**config.mk**
```make
export PLATFORM = sky130hd
export DESIGN_NAME = clock_seg_scan
export DESIGN_NICKNAME = d
export VERILOG_FILES = /design/src/rtl/clock_seg_scan.sv
export SDC_FILE = /design/constraint.sdc
export NUM_CORES = 1
export LEC_CHECK = 0
export CORE_MARGIN = 8
export CORE_UTILIZATION = 45
export DETAILED_ROUTE_END_ITERATION = 6
export GPL_TIMING_DRIVEN = 0
export PLACE_DENSITY = 0.7
export SYNTH_ARGS = -nofsm -noshare
export SYNTH_HDL_FRONTEND = slang
export SYNTH_SLANG_ARGS = --single-unit
```
**constraint.sdc**
```tcl
create_clock -name CP -period 4.78 [get_ports CP]
set_clock_uncertainty 0.15 [all_clocks]
set_input_delay 0.717 -clock CP [delete_from_list [all_inputs] [get_ports CP]]
set_output_delay 0.717 -clock CP [all_outputs]
set_load 0.01 [all_outputs]
```
**src/rtl/clock_seg_scan.sv**
```systemverilog
// Six-digit multiplexed 7-segment scanner for an HH:MM:SS clock.
// Digits are snapshotted once per frame and blanked briefly after every digit change.
module clock_seg_scan #(
    parameter int CLK_HZ         = 27_000_000,
    parameter int SCAN_HZ        = 1000,
    parameter int GHOST_CYC      = 16,
    parameter int LZB            = 1,
    parameter int SEG_ACTIVE_LOW = 1,
    parameter int DIG_ACTIVE_LOW = 1
) (
    input  logic       CP,
    input  logic       CR,
    input  logic [3:0] HourH,
    input  logic [3:0] HourL,
    input  logic [3:0] MinH,
    input  logic [3:0] MinL,
    input  logic [3:0] SecH,
    input  logic [3:0] SecL,
    input  logic [5:0] blink_mask,
    input  logic       blink_phase,
    input  logic       colon_on,
    output logic [7:0] seg,
    output logic [5:0] dig,
    output logic       frame_done
);

    localparam int DIV = CLK_HZ / SCAN_HZ;
    localparam int PW  = (DIV > 1) ? $clog2(DIV) : 1;
    localparam int GW  = (GHOST_CYC > 0) ? $clog2(GHOST_CYC + 1) : 1;
    localparam logic [PW-1:0] PRE_MAX  = PW'(DIV - 1);
    localparam logic [GW-1:0] GHOST_LD = GW'(GHOST_CYC);

    function automatic logic [6:0] seg7(input logic [3:0] v);
        case (v)
            4'd0:    seg7 = 7'h3F;
            4'd1:    seg7 = 7'h06;
            4'd2:    seg7 = 7'h5B;
            4'd3:    seg7 = 7'h4F;
            4'd4:    seg7 = 7'h66;
            4'd5:    seg7 = 7'h6D;
            4'd6:    seg7 = 7'h7D;
            4'd7:    seg7 = 7'h07;
            4'd8:    seg7 = 7'h7F;
            4'd9:    seg7 = 7'h6F;
            default: seg7 = 7'h40;
        endcase
    endfunction

    logic [PW-1:0]     presc_q, presc_d;
    logic [2:0]        idx_q, idx_d;
    logic [GW-1:0]     ghost_q, ghost_d;
    logic [5:0][3:0]   snap_q, snap_d;
    logic [7:0]        seg_q, seg_d;
    logic [5:0]        dig_q, dig_d;
    logic              fd_q, fd_d;

    logic              tick, wrap, dark, lz_blank, dp;
    logic [3:0]        cur;

    always_comb begin
        tick     = (presc_q == PRE_MAX);
        wrap     = tick && (idx_q == 3'd5);
        presc_d  = tick ? '0 : presc_q + 1'b1;
        idx_d    = idx_q;
        if (wrap)
            idx_d = 3'd0;
        else if (tick)
            idx_d = idx_q + 3'd1;

        ghost_d = ghost_q;
        if (tick)
            ghost_d = GHOST_LD;
        else if (ghost_q != '0)
            ghost_d = ghost_q - 1'b1;

        snap_d = snap_q;
        if (wrap)
            snap_d = {SecL, SecH, MinL, MinH, HourL, HourH};

        // Output stage looks at the current index, so dig/seg trail idx by one clock
        cur      = snap_q[idx_q];
        dark     = (ghost_q != '0) || (blink_phase && blink_mask[idx_q]);
        lz_blank = (LZB != 0) && (idx_q == 3'd0) && (snap_q[0] == 4'd0);
        dp       = colon_on && ((idx_q == 3'd1) || (idx_q == 3'd3)) && !dark;
        seg_d    = dark ? 8'h00 : {dp, (lz_blank ? 7'h00 : seg7(cur))};
        dig_d    = 6'b000001 << idx_q;
        fd_d     = wrap;
    end

    always_ff @(posedge CP) begin
        if (CR) begin
            presc_q <= '0;
            idx_q   <= 3'd0;
            ghost_q <= '0;
            snap_q  <= '0;
            seg_q   <= 8'h00;
            dig_q   <= 6'h00;
            fd_q    <= 1'b0;
        end else begin
            presc_q <= presc_d;
            idx_q   <= idx_d;
            ghost_q <= ghost_d;
            snap_q  <= snap_d;
            seg_q   <= seg_d;
            dig_q   <= dig_d;
            fd_q    <= fd_d;
        end
    end

    assign seg        = (SEG_ACTIVE_LOW != 0) ? ~seg_q : seg_q;
    assign dig        = (DIG_ACTIVE_LOW != 0) ? ~dig_q : dig_q;
    assign frame_done = fd_q;

endmodule

```
==> run_results.csv, run 1 <==
group,metric,value,unit
worst_setup_path,required,4900,ps
worst_setup_path,critPathBufInv,2,
sta,layout_worst_path_cycle_share,0.637,
logic_synthesis,synth.yosys.warnings,0,
sta,maxSlewViolCount,0,
worst_setup_path,crit_arrival,3160,ps
clock_tree,cts-root-buf,"clkbuf_8",
floorplanning,rows,28,
worst_setup_path,timing.rr.end,"seg_q[6]",
logic_synthesis,ys_ff_latch,62,
worst_setup_path,crit_path_start_kind,"register",
pwr,power.density,331,nW/µm²
hold_path,min_to,"presc_q[0]",
placement,globalplace.congestion,0.800,
logic_synthesis,synth.avg_cell_area,9.87,µm²
hold_path,min-delay-start,"presc_q[0]",
clock_tree,cts-hold-fix-buffers,0,
logic_synthesis,yosysMostFrequentCell,"dfxtp_1",
worst_setup_path,path_class,"reg2reg",
logic_synthesis,yosysTopAreaCell,"dfxtp_1",
grt,grt_pass1_wl,9400,µm
worst_setup_path,regToRegSetupSlack,1730,ps
clock_tree,cts_setup_buffers,0,
pwr,cellLeakagePower,1.33,nW
worst_setup_path,worstPathCellList,"buf_1 -> mux2_1 -> a21oi_1 -> inv_1 -> ha_1 -> mux2_2 -> a21oi_1",
detailed_routing,drt-initial-drc-count,103,
worst_setup_path,cp_common_cell,"a21oi_1",
worst_setup_path,r2r-start,"idx_q[1]",
grt,antenna_found_initial,0,
pwr,max-vdd-ir-drop,0.147,mV
sta,relSlewSlack,0.428,
sta,final-hold-violation-count,0,
floorplanning,core_area,5850,µm²
detailed_routing,first_pass_iters,4,
logic_synthesis,syn_area,2690,µm²
layout,seqCellArea,1240,µm²
floorplanning,dieArea,8720,µm²
clock_tree,htree_levels,3,
layout,area_growth,28.8,%
sta,worstMarginPinSlew,858,ps
clock_tree,clockBufferDepth,2,
grt,grt_pass1_vias,2039,
logic_synthesis,netlist.area_leader.share,0.461,
sta,finalSetupTns,0,ps
detailed_routing,drt_drc_violations_left,0,
floorplanning,top_level_ports,49,
worst_setup_path,max_stage_delay,620,ps
layout,antenna_cells,0,
grt,grt_use_total,0.134,
run_status,run_status,"finished, final reports clean",
logic_synthesis,synth_ff_type,"dfxtp_1",
sta,fin_crit,3050,ps
worst_setup_path,cp_top_family,"compound AO/OA/AOI/OAI gates",
worst_setup_path,critPathCaptureType,"register",
clock_tree,numCtsBuffers,9,
detailed_routing,final_antenna_net_count,0,
layout,final.fill_count,533,
placement,io_buffers,48,
floorplanning,initial_core_util,0.460,
floorplanning,die_height,93.4,µm
layout,drive_above_1_share,0.0801,
sta,rsz0062_at_grt,"no",
logic_synthesis,synthArstFlopShare,0,
clock_tree,cts.repair.resized,0,
grt,grt_max_degree,11,
job,drv_cap,0,
logic_synthesis,synthesis.nets,319,
logic_synthesis,netlist_top_cells_area,"dfxtp_1, a22o_1, ha_1, mux2i_1, nor2_1",
worst_setup_path,slowest_stage,"a21oi_1",
clock_tree,cts_tree,"built",
floorplanning,chipWidth,93.4,µm
worst_setup_path,worst-r2r-cell-count,7,
clock_tree,clkTransAtPathRegs,70,ps
detailed_routing,via_per_inst,5.03,
layout,final_util,0.593,
clock_tree,worst_skew_pair.late_latency,330,ps
hold_path,min_delay_path_depth,1,
sta,setup_viol,0,
worst_setup_path,cp.depth,7,
detailed_routing,vias,2073,
logic_synthesis,yosysUniqueCellTypes,40,
logic_synthesis,ys_seq_area_frac,0.461,
detailed_routing,drt_wl_total,5600,µm
layout,multi_input_area,1320,µm²
detailed_routing,wl_per_cell,13.6,µm
clock_tree,cts_sinks,62,
hold_path,min_path_type,"reg2reg",
grt,overflow,0,
logic_synthesis,syn_inst,273,
placement,dpl.hpwl,4130,µm
worst_setup_path,cp_max_fo,10,
layout,nets,378,
sta,fmax,0.328,GHz
logic_synthesis,synth_enable_flop_cells,0,
logic_synthesis,synth_common_cells,"dfxtp_1, nor2_1, a22o_1, inv_1",
==> worst max-delay path by stage <==
stage / from / to / slack (ps)
detailed placement: idx_q[1] / seg_q[6] / 1790
global route: idx_q[1] / seg_q[6] / 1510
CTS: idx_q[1] / seg_q[6] / 1770
global placement: idx_q[1] / seg_q[6] / 1870
finish: idx_q[1] / seg_q[6] / 1730
floorplan: idx_q[1] / seg_q[6] / 2320
==> where the power goes <==
group          internal (mW)  switching (mW)  leakage [nW]
Clock                  0.267           0.197         0.106
Sequential             0.534          0.0125         0.501
Combinational         0.0740          0.0624         0.728
==> cells in the final DEF, fill, tap and decap left out, drive strengths merged, types with 2 or more instances in the layout <==
cell | Yosys | layout
ha | 12 | 12
inv | 24 | 24
o21ai | 4 | 4
nand3b | 2 | 2
mux2 | 8 | 8
and3 | 5 | 5
clkinv | 0 | 3
buf | 3 | 3
a22o | 24 | 24
mux2i | 12 | 12
xnor2 | 10 | 10
o2bb2ai | 2 | 2
nor3b | 3 | 3
a21oi | 11 | 11
dfxtp | 62 | 62
nand4 | 5 | 5
nand3 | 8 | 8
nand2b | 8 | 8
and2 | 2 | 2
clkbuf | 9 | 21
o22ai | 6 | 6
nor2b | 3 | 3
xor2 | 5 | 5
clkdlybuf4s50 | 0 | 48
nand2 | 3 | 3
nor2 | 26 | 26
nor3 | 6 | 6
==> cells by family (layout without fill, tap and decap cells) <==
group | count (synthesis) | count (layout) | share of synthesized area
AO/OA/AOI/OAI | 50 | 50 | 0.143
AND/OR/NAND/NOR | 78 | 78 | 0.163
buffers and inverters | 36 | 100 | 0.0511
XOR/XNOR | 15 | 15 | 0.0488
adder cells (fa/ha/maj) | 12 | 12 | 0.0557
multiplexers | 20 | 20 | 0.0780
flip-flops | 62 | 62 | 0.461
==> routing by layer <==
metal  global-route usage  routed length (µm)
met3               0.0377                 323
met1                0.179                2910
met5                    0                   0
met2                0.193                2290
met4               0.0644                  76
==> stage by stage <==
step / area (µm²) / hold WS [ps] / power, mW / setup slack, ps / instances
finish: 3470 / 308 / 1.15 / 1730 / 412
global route: 3470 / 320 / 1.20 / 1510 / 412
CTS: 3470 / 310 / 1.16 / 1770 / 412
detailed placement: 3270 / 301 / 0.696 / 1790 / 396
global placement: 3270 / 278 / 0.691 / 1870 / 396
floorplan: 2690 / 263 / 0.646 / 2320 / 273
==> state kept, by name (all words and copies together) (netlist names) <==
| register | cells |
|---|---|
| snap_q | 24 |
| presc_q | 15 |
| seg_q | 8 |
| dig_q | 6 |
| ghost_q | 5 |
| idx_q | 3 |
| frame_done | 1 |
==> final cells by class <==
class,instances,share of cell area
Sequential cell,62,0.358
Timing Repair Buffer,48,0.139
Multi-Input combinational cell,175,0.379
Buffer,12,0.0137
Clock buffer,12,0.0447
Tap cell,75,0.0271
Inverter,24,0.0260
Clock inverter,4,0.0130
No activity file was read; power rests on OpenSTA's default activity.
==> run 2: changes to the inputs <==
clock period = 3.01 ns   (was 4.78 ns; I/O delays follow)
==> run 2 against run 1 <==
Sequential share of layout area fell by 0.052 points. Critical path type unchanged. Clock power rose by 59%. Sequential power rose by 59%. Via count barely moved. Critical endpoint unchanged. Largest power group unchanged.
==> run_results.csv, run 2 (synthesis gave the netlist of run 1 again) <==
group,metric,value,unit
worst_setup_path,slowest_stage,"dfxtp_1",
detailed_routing,via_per_inst,5.03,
placement,dp_cells,396,
worst_setup_path,regToRegSetupSlack,360,ps
layout,final_common_cell,"dfxtp_1",
placement,io_buffers,48,
pwr,cellLeakagePower,1.34,nW
layout,mostFrequentLayoutCells,"dfxtp_1, clkdlybuf4s50_1, nor2_1",
worst_setup_path,cp_max_fo,10,
layout,drive_above_1_share,0.0861,
detailed_routing,wl_per_cell,13.7,µm
floorplanning,dieArea,8720,µm²
worst_setup_path,cp_top_family,"multiplexers",
clock_tree,htree_levels,3,
run_status,run_status,"finished, final reports clean",
clock_tree,clkTransAtPathRegs,70,ps
layout,antenna_cells,0,
sta,worstMarginPinSlew,857,ps
worst_setup_path,crit_path_start_kind,"register",
layout,area_growth,28.9,%
clock_tree,cts_tree,"built",
grt,overflow,0,
worst_setup_path,crit_arrival,2770,ps
sta,layout_worst_path_cycle_share,0.880,
clock_tree,clockBufferDepth,2,
layout,nets,378,
clock_tree,worst_skew_pair.late_latency,330,ps
layout,final_cell_count_no_fill,412,
worst_setup_path,critPathCaptureType,"register",
clock_tree,cts_sinks,62,
detailed_routing,drt_wl_total,5630,µm
worst_setup_path,worstPathCellList,"clkbuf_2 -> mux2_2 -> a21oi_1 -> inv_1 -> ha_1 -> mux2_2 -> a21oi_1",
worst_setup_path,path_class,"reg2reg",
detailed_routing,first_pass_iters,4,
pwr,max-vdd-ir-drop,0.235,mV
placement,dpl.hpwl,4130,µm
clock_tree,numCtsBuffers,9,
sta,setup_viol,0,
job,drv_cap,0,
detailed_routing,drt-initial-drc-count,125,
grt,grt_pass1_wl,9400,µm
hold_path,min_path_type,"reg2reg",
floorplanning,chipWidth,93.4,µm
layout,top_register,"snap_q",
worst_setup_path,required,3130,ps
detailed_routing,final_antenna_net_count,0,
grt,antenna_found_initial,0,
layout,top_regs,"snap_q (24), presc_q (15), seg_q (8)",
grt,grt_pass1_vias,2039,
pwr,power.density,524,nW/µm²
floorplanning,initial_core_util,0.460,
detailed_routing,vias,2072,
clock_tree,cts_setup_buffers,0,
placement,globalplace.congestion,0.800,
worst_setup_path,critPathBufInv,2,
grt,grt_max_degree,11,
sta,maxSlewViolCount,0,
worst_setup_path,max_stage_delay,470,ps
detailed_routing,drt_drc_violations_left,0,
floorplanning,core_area,5850,µm²
sta,relSlewSlack,0.429,
grt,grt_use_total,0.134,
floorplanning,die_height,93.4,µm
sta,fmax,0.377,GHz
sta,finalSetupTns,0,ps
layout,largest_reg_flops,24,
floorplanning,rows,28,
sta,final-hold-violation-count,0,
floorplanning,top_level_ports,49,
clock_tree,cts-root-buf,"clkbuf_8",
sta,fin_crit,2650,ps
sta,rsz0062_at_grt,"no",
==> run 2: cell types whose count changed in the layout (fill, tap and decap cells not counted), sizes merged <==
| cell | delta |
|---|---|
| buf | -1 |
| clkbuf | +1 |
==> run 2: report_power, final <==
part / switching [mW] / total (mW) / internal, mW
combinational: 0.0991 / 0.217 / 0.118
clock: 0.314 / 0.738 / 0.424
sequential: 0.0199 / 0.868 / 0.848
==> run 2: per-stage QoR <==
stage	setup WS (ps)	instance area (µm²)	hold WS (ps)	power [mW]	utilization
6_report	360	3470	309	1.82	0.594
4_1_cts	1.83	3470	310	1.83	0.593
5_1_grt	148	3470	320	1.90	0.594
2_1_floorplan	550	2690	263	1.03	-
3_3_place_gp	102	3270	278	1.10	0.559
3_5_place_dp	20.3	3270	301	1.10	0.559
==> run 2: per-layer routing <==
layer  wire length [µm]  vias to the layer above  GRT usage  share of wire
met2               2320                       45      0.193           0.41
met3                284                        8     0.0377          0.050
met1               2950                      950      0.179           0.52
met5                  0                        -          0              0
li1                   -                     1069          -              -
met4                 76                        0     0.0644          0.014
==> run 2: worst paths after layout <==
path | start | to | cells after the start
setup / recovery | idx_q[1] | seg_q[6] | 7
hold / removal | presc_q[0] | presc_q[0] | 1
setup reg to reg | idx_q[1] | seg_q[6] | 7
hold reg to reg | presc_q[0] | presc_q[0] | 1
==> run 2: what timing repair did <==
| action | CTS | global route |
|---|---|---|
| hold endpoints to repair | 0 | 0 |
| hold buffers | 0 | 0 |
| resized for setup | 0 | 2 |
| setup endpoints to repair | 0 | 25 |
==> run 2: final cells by class <==
type,instances,area (µm²)
Inverter,24,90.1
Clock inverter,4,45.0
Sequential cell,62,1240
Tap cell,75,93.8
Multi-Input combinational cell,175,1320
Timing Repair Buffer,48,480
Buffer,12,48.8
Fill cell,533,2380
Clock buffer,12,155
==> run 3: changes to the inputs <==
CTS_BUF_LIST = sky130_fd_sc_hd__clkbuf_8   (was unset)
==> run 3 against run 2 <==
Final cell count unchanged. Fmax about the same. Non-clock buffer count unchanged. Worst hold slack unchanged. Combinational power about the same. Global-route usage unchanged. Sequential power about the same. Largest cell class unchanged. Highest routed layer unchanged.
==> run_results.csv, run 3 (synthesis gave the netlist of run 1 again) <==
group,metric,value,unit
run_status,run_status,"finished, final reports clean",
detailed_routing,drt_drc_violations_left,0,
clock_tree,cts-hold-fix-buffers,0,
hold_path,min_path_type,"reg2reg",
layout,nets,378,
worst_setup_path,max_stage_delay,470,ps
worst_setup_path,required,3130,ps
detailed_routing,vias,2072,
layout,area_growth,28.9,%
worst_setup_path,crit_path_start_kind,"register",
clock_tree,numCtsBuffers,9,
layout,top_register,"snap_q",
placement,dp_cells,396,
worst_setup_path,worstPathCellList,"clkbuf_2 -> mux2_2 -> a21oi_1 -> inv_1 -> ha_1 -> mux2_2 -> a21oi_1",
sta,setup_viol,0,
sta,rsz0062_at_grt,"no",
detailed_routing,drt-initial-drc-count,125,
layout,drive_above_1_share,0.0861,
layout,top_regs,"snap_q (24), presc_q (15), seg_q (8)",
grt,grt_use_total,0.134,
placement,globalplace.congestion,0.800,
layout,mostFrequentLayoutCells,"dfxtp_1, clkdlybuf4s50_1, nor2_1",
floorplanning,initial_core_util,0.460,
sta,fmax,0.377,GHz
pwr,cellLeakagePower,1.34,nW
worst_setup_path,slowest_stage,"dfxtp_1",
sta,fin_crit,2650,ps
floorplanning,dieArea,8720,µm²
sta,layout_worst_path_cycle_share,0.881,
placement,dpl.hpwl,4130,µm
clock_tree,worst_skew_pair.late_latency,330,ps
clock_tree,cts_sinks,62,
sta,maxSlewViolCount,0,
sta,worst_slack,359,ps
worst_setup_path,cp_top_family,"multiplexers",
layout,fin_area,3470,µm²
grt,overflow,0,
worst_setup_path,cp_max_fo,10,
detailed_routing,via_per_inst,5.03,
placement,post-place-ws,20.3,ps
pwr,power.density,523,nW/µm²
sta,whs,309,ps
detailed_routing,wl_per_cell,13.7,µm
floorplanning,core_area,5850,µm²
worst_setup_path,crit_arrival,2770,ps
clock_tree,cts_tree,"built",
placement,io_buffers,48,
sta,final-hold-violation-count,0,
clock_tree,clkTransAtPathRegs,70,ps
placement,post_dp_cell_area,3270,µm²
pwr,max-vdd-ir-drop,0.236,mV
clock_tree,cts-root-buf,"clkbuf_8",
worst_setup_path,critPathCaptureType,"register",
grt,grt_pass1_vias,2039,
clock_tree,clockBufferDepth,2,
worst_setup_path,path_class,"reg2reg",
floorplanning,top_level_ports,49,
grt,antenna_found_initial,0,
floorplanning,chipWidth,93.4,µm
floorplanning,die_height,93.4,µm
worst_setup_path,critPathBufInv,2,
layout,antenna_cells,0,
grt,grt_max_degree,11,
layout,largest_reg_flops,24,
sta,worstMarginPinSlew,808,ps
job,drv_cap,0,
floorplanning,rows,28,
layout,final_common_cell,"dfxtp_1",
grt,grt_pass1_wl,9400,µm
detailed_routing,final_antenna_net_count,0,
sta,relSlewSlack,0.461,
layout,final_cell_count_no_fill,412,
layout,final.fill_count,533,
detailed_routing,drt_wl_total,5630,µm
detailed_routing,first_pass_iters,4,
clock_tree,htree_levels,3,
sta,finalSetupTns,0,ps
run 3: cell count changes in the layout (fill, tap and decap cells not counted):
cell / before / now
inv_1: 24 / 25
clkbuf_1: 10 / 9
run 3: layer usage:
| layer | GRT usage | up-vias | share of wire |
|---|---|---|---|
| li1 | - | 1069 | - |
| met1 | 0.179 | 949 | 0.52 |
| met2 | 0.193 | 49 | 0.42 |
| met3 | 0.0377 | 5 | 0.053 |
| met4 | 0.0644 | 0 | 0.0096 |
| met5 | 0 | - | 0 |
run 3: layout make-up:
type | count | area, µm² | share of cell area
Tap cell | 75 | 93.8 | 0.0270
Buffer | 12 | 48.8 | 0.0140
Clock buffer | 11 | 151 | 0.0436
Sequential cell | 62 | 1240 | 0.357
Clock inverter | 5 | 48.8 | 0.0140
Inverter | 24 | 90.1 | 0.0259
Multi-Input combinational cell | 175 | 1320 | 0.380
Timing Repair Buffer | 48 | 480 | 0.138
run 3: where the power goes:
part	internal (mW)	switching, mW	leakage (nW)
combinational	0.118	0.0991	0.732
clock	0.420	0.314	0.110
sequential	0.848	0.0198	0.501
run 3: worst reg2reg max path: cells and delay by family, from the launching register on:
| family | cells | cell delay (ps) |
|---|---|---|
| muxes | 2 | 640 |
| AOI/OAI and AO/OA | 2 | 590 |
| buffers and inverters | 2 | 480 |
| DFF | 1 | 470 |
| adders and majority gates | 1 | 260 |
run 3: per-stage QoR:
| stage | total power, mW | util |
|---|---|---|
| finish | 1.82 | 0.594 |
| global route | 1.90 | 0.594 |
| CTS | 1.83 | 0.593 |
| detailed placement | 1.10 | 0.559 |
| global placement | 1.10 | 0.559 |
| floorplan | 1.03 | - |
run 3: final timing paths:
kind | start | endpoint | slack [ps] | depth (start not counted)
setup / recovery | idx_q[1] | seg_q[6] | 360 | 7
hold / removal | presc_q[0] | presc_q[0] | 310 | 1
setup reg to reg | idx_q[1] | seg_q[6] | 360 | 7
hold reg to reg | presc_q[0] | presc_q[0] | 310 | 1
run 3: timing repair:
action	4_1_cts	5_1_grt
buffers inserted	0	0
hold endpoints to repair	0	0
gates resized for setup	0	2
setup endpoints to repair	0	25
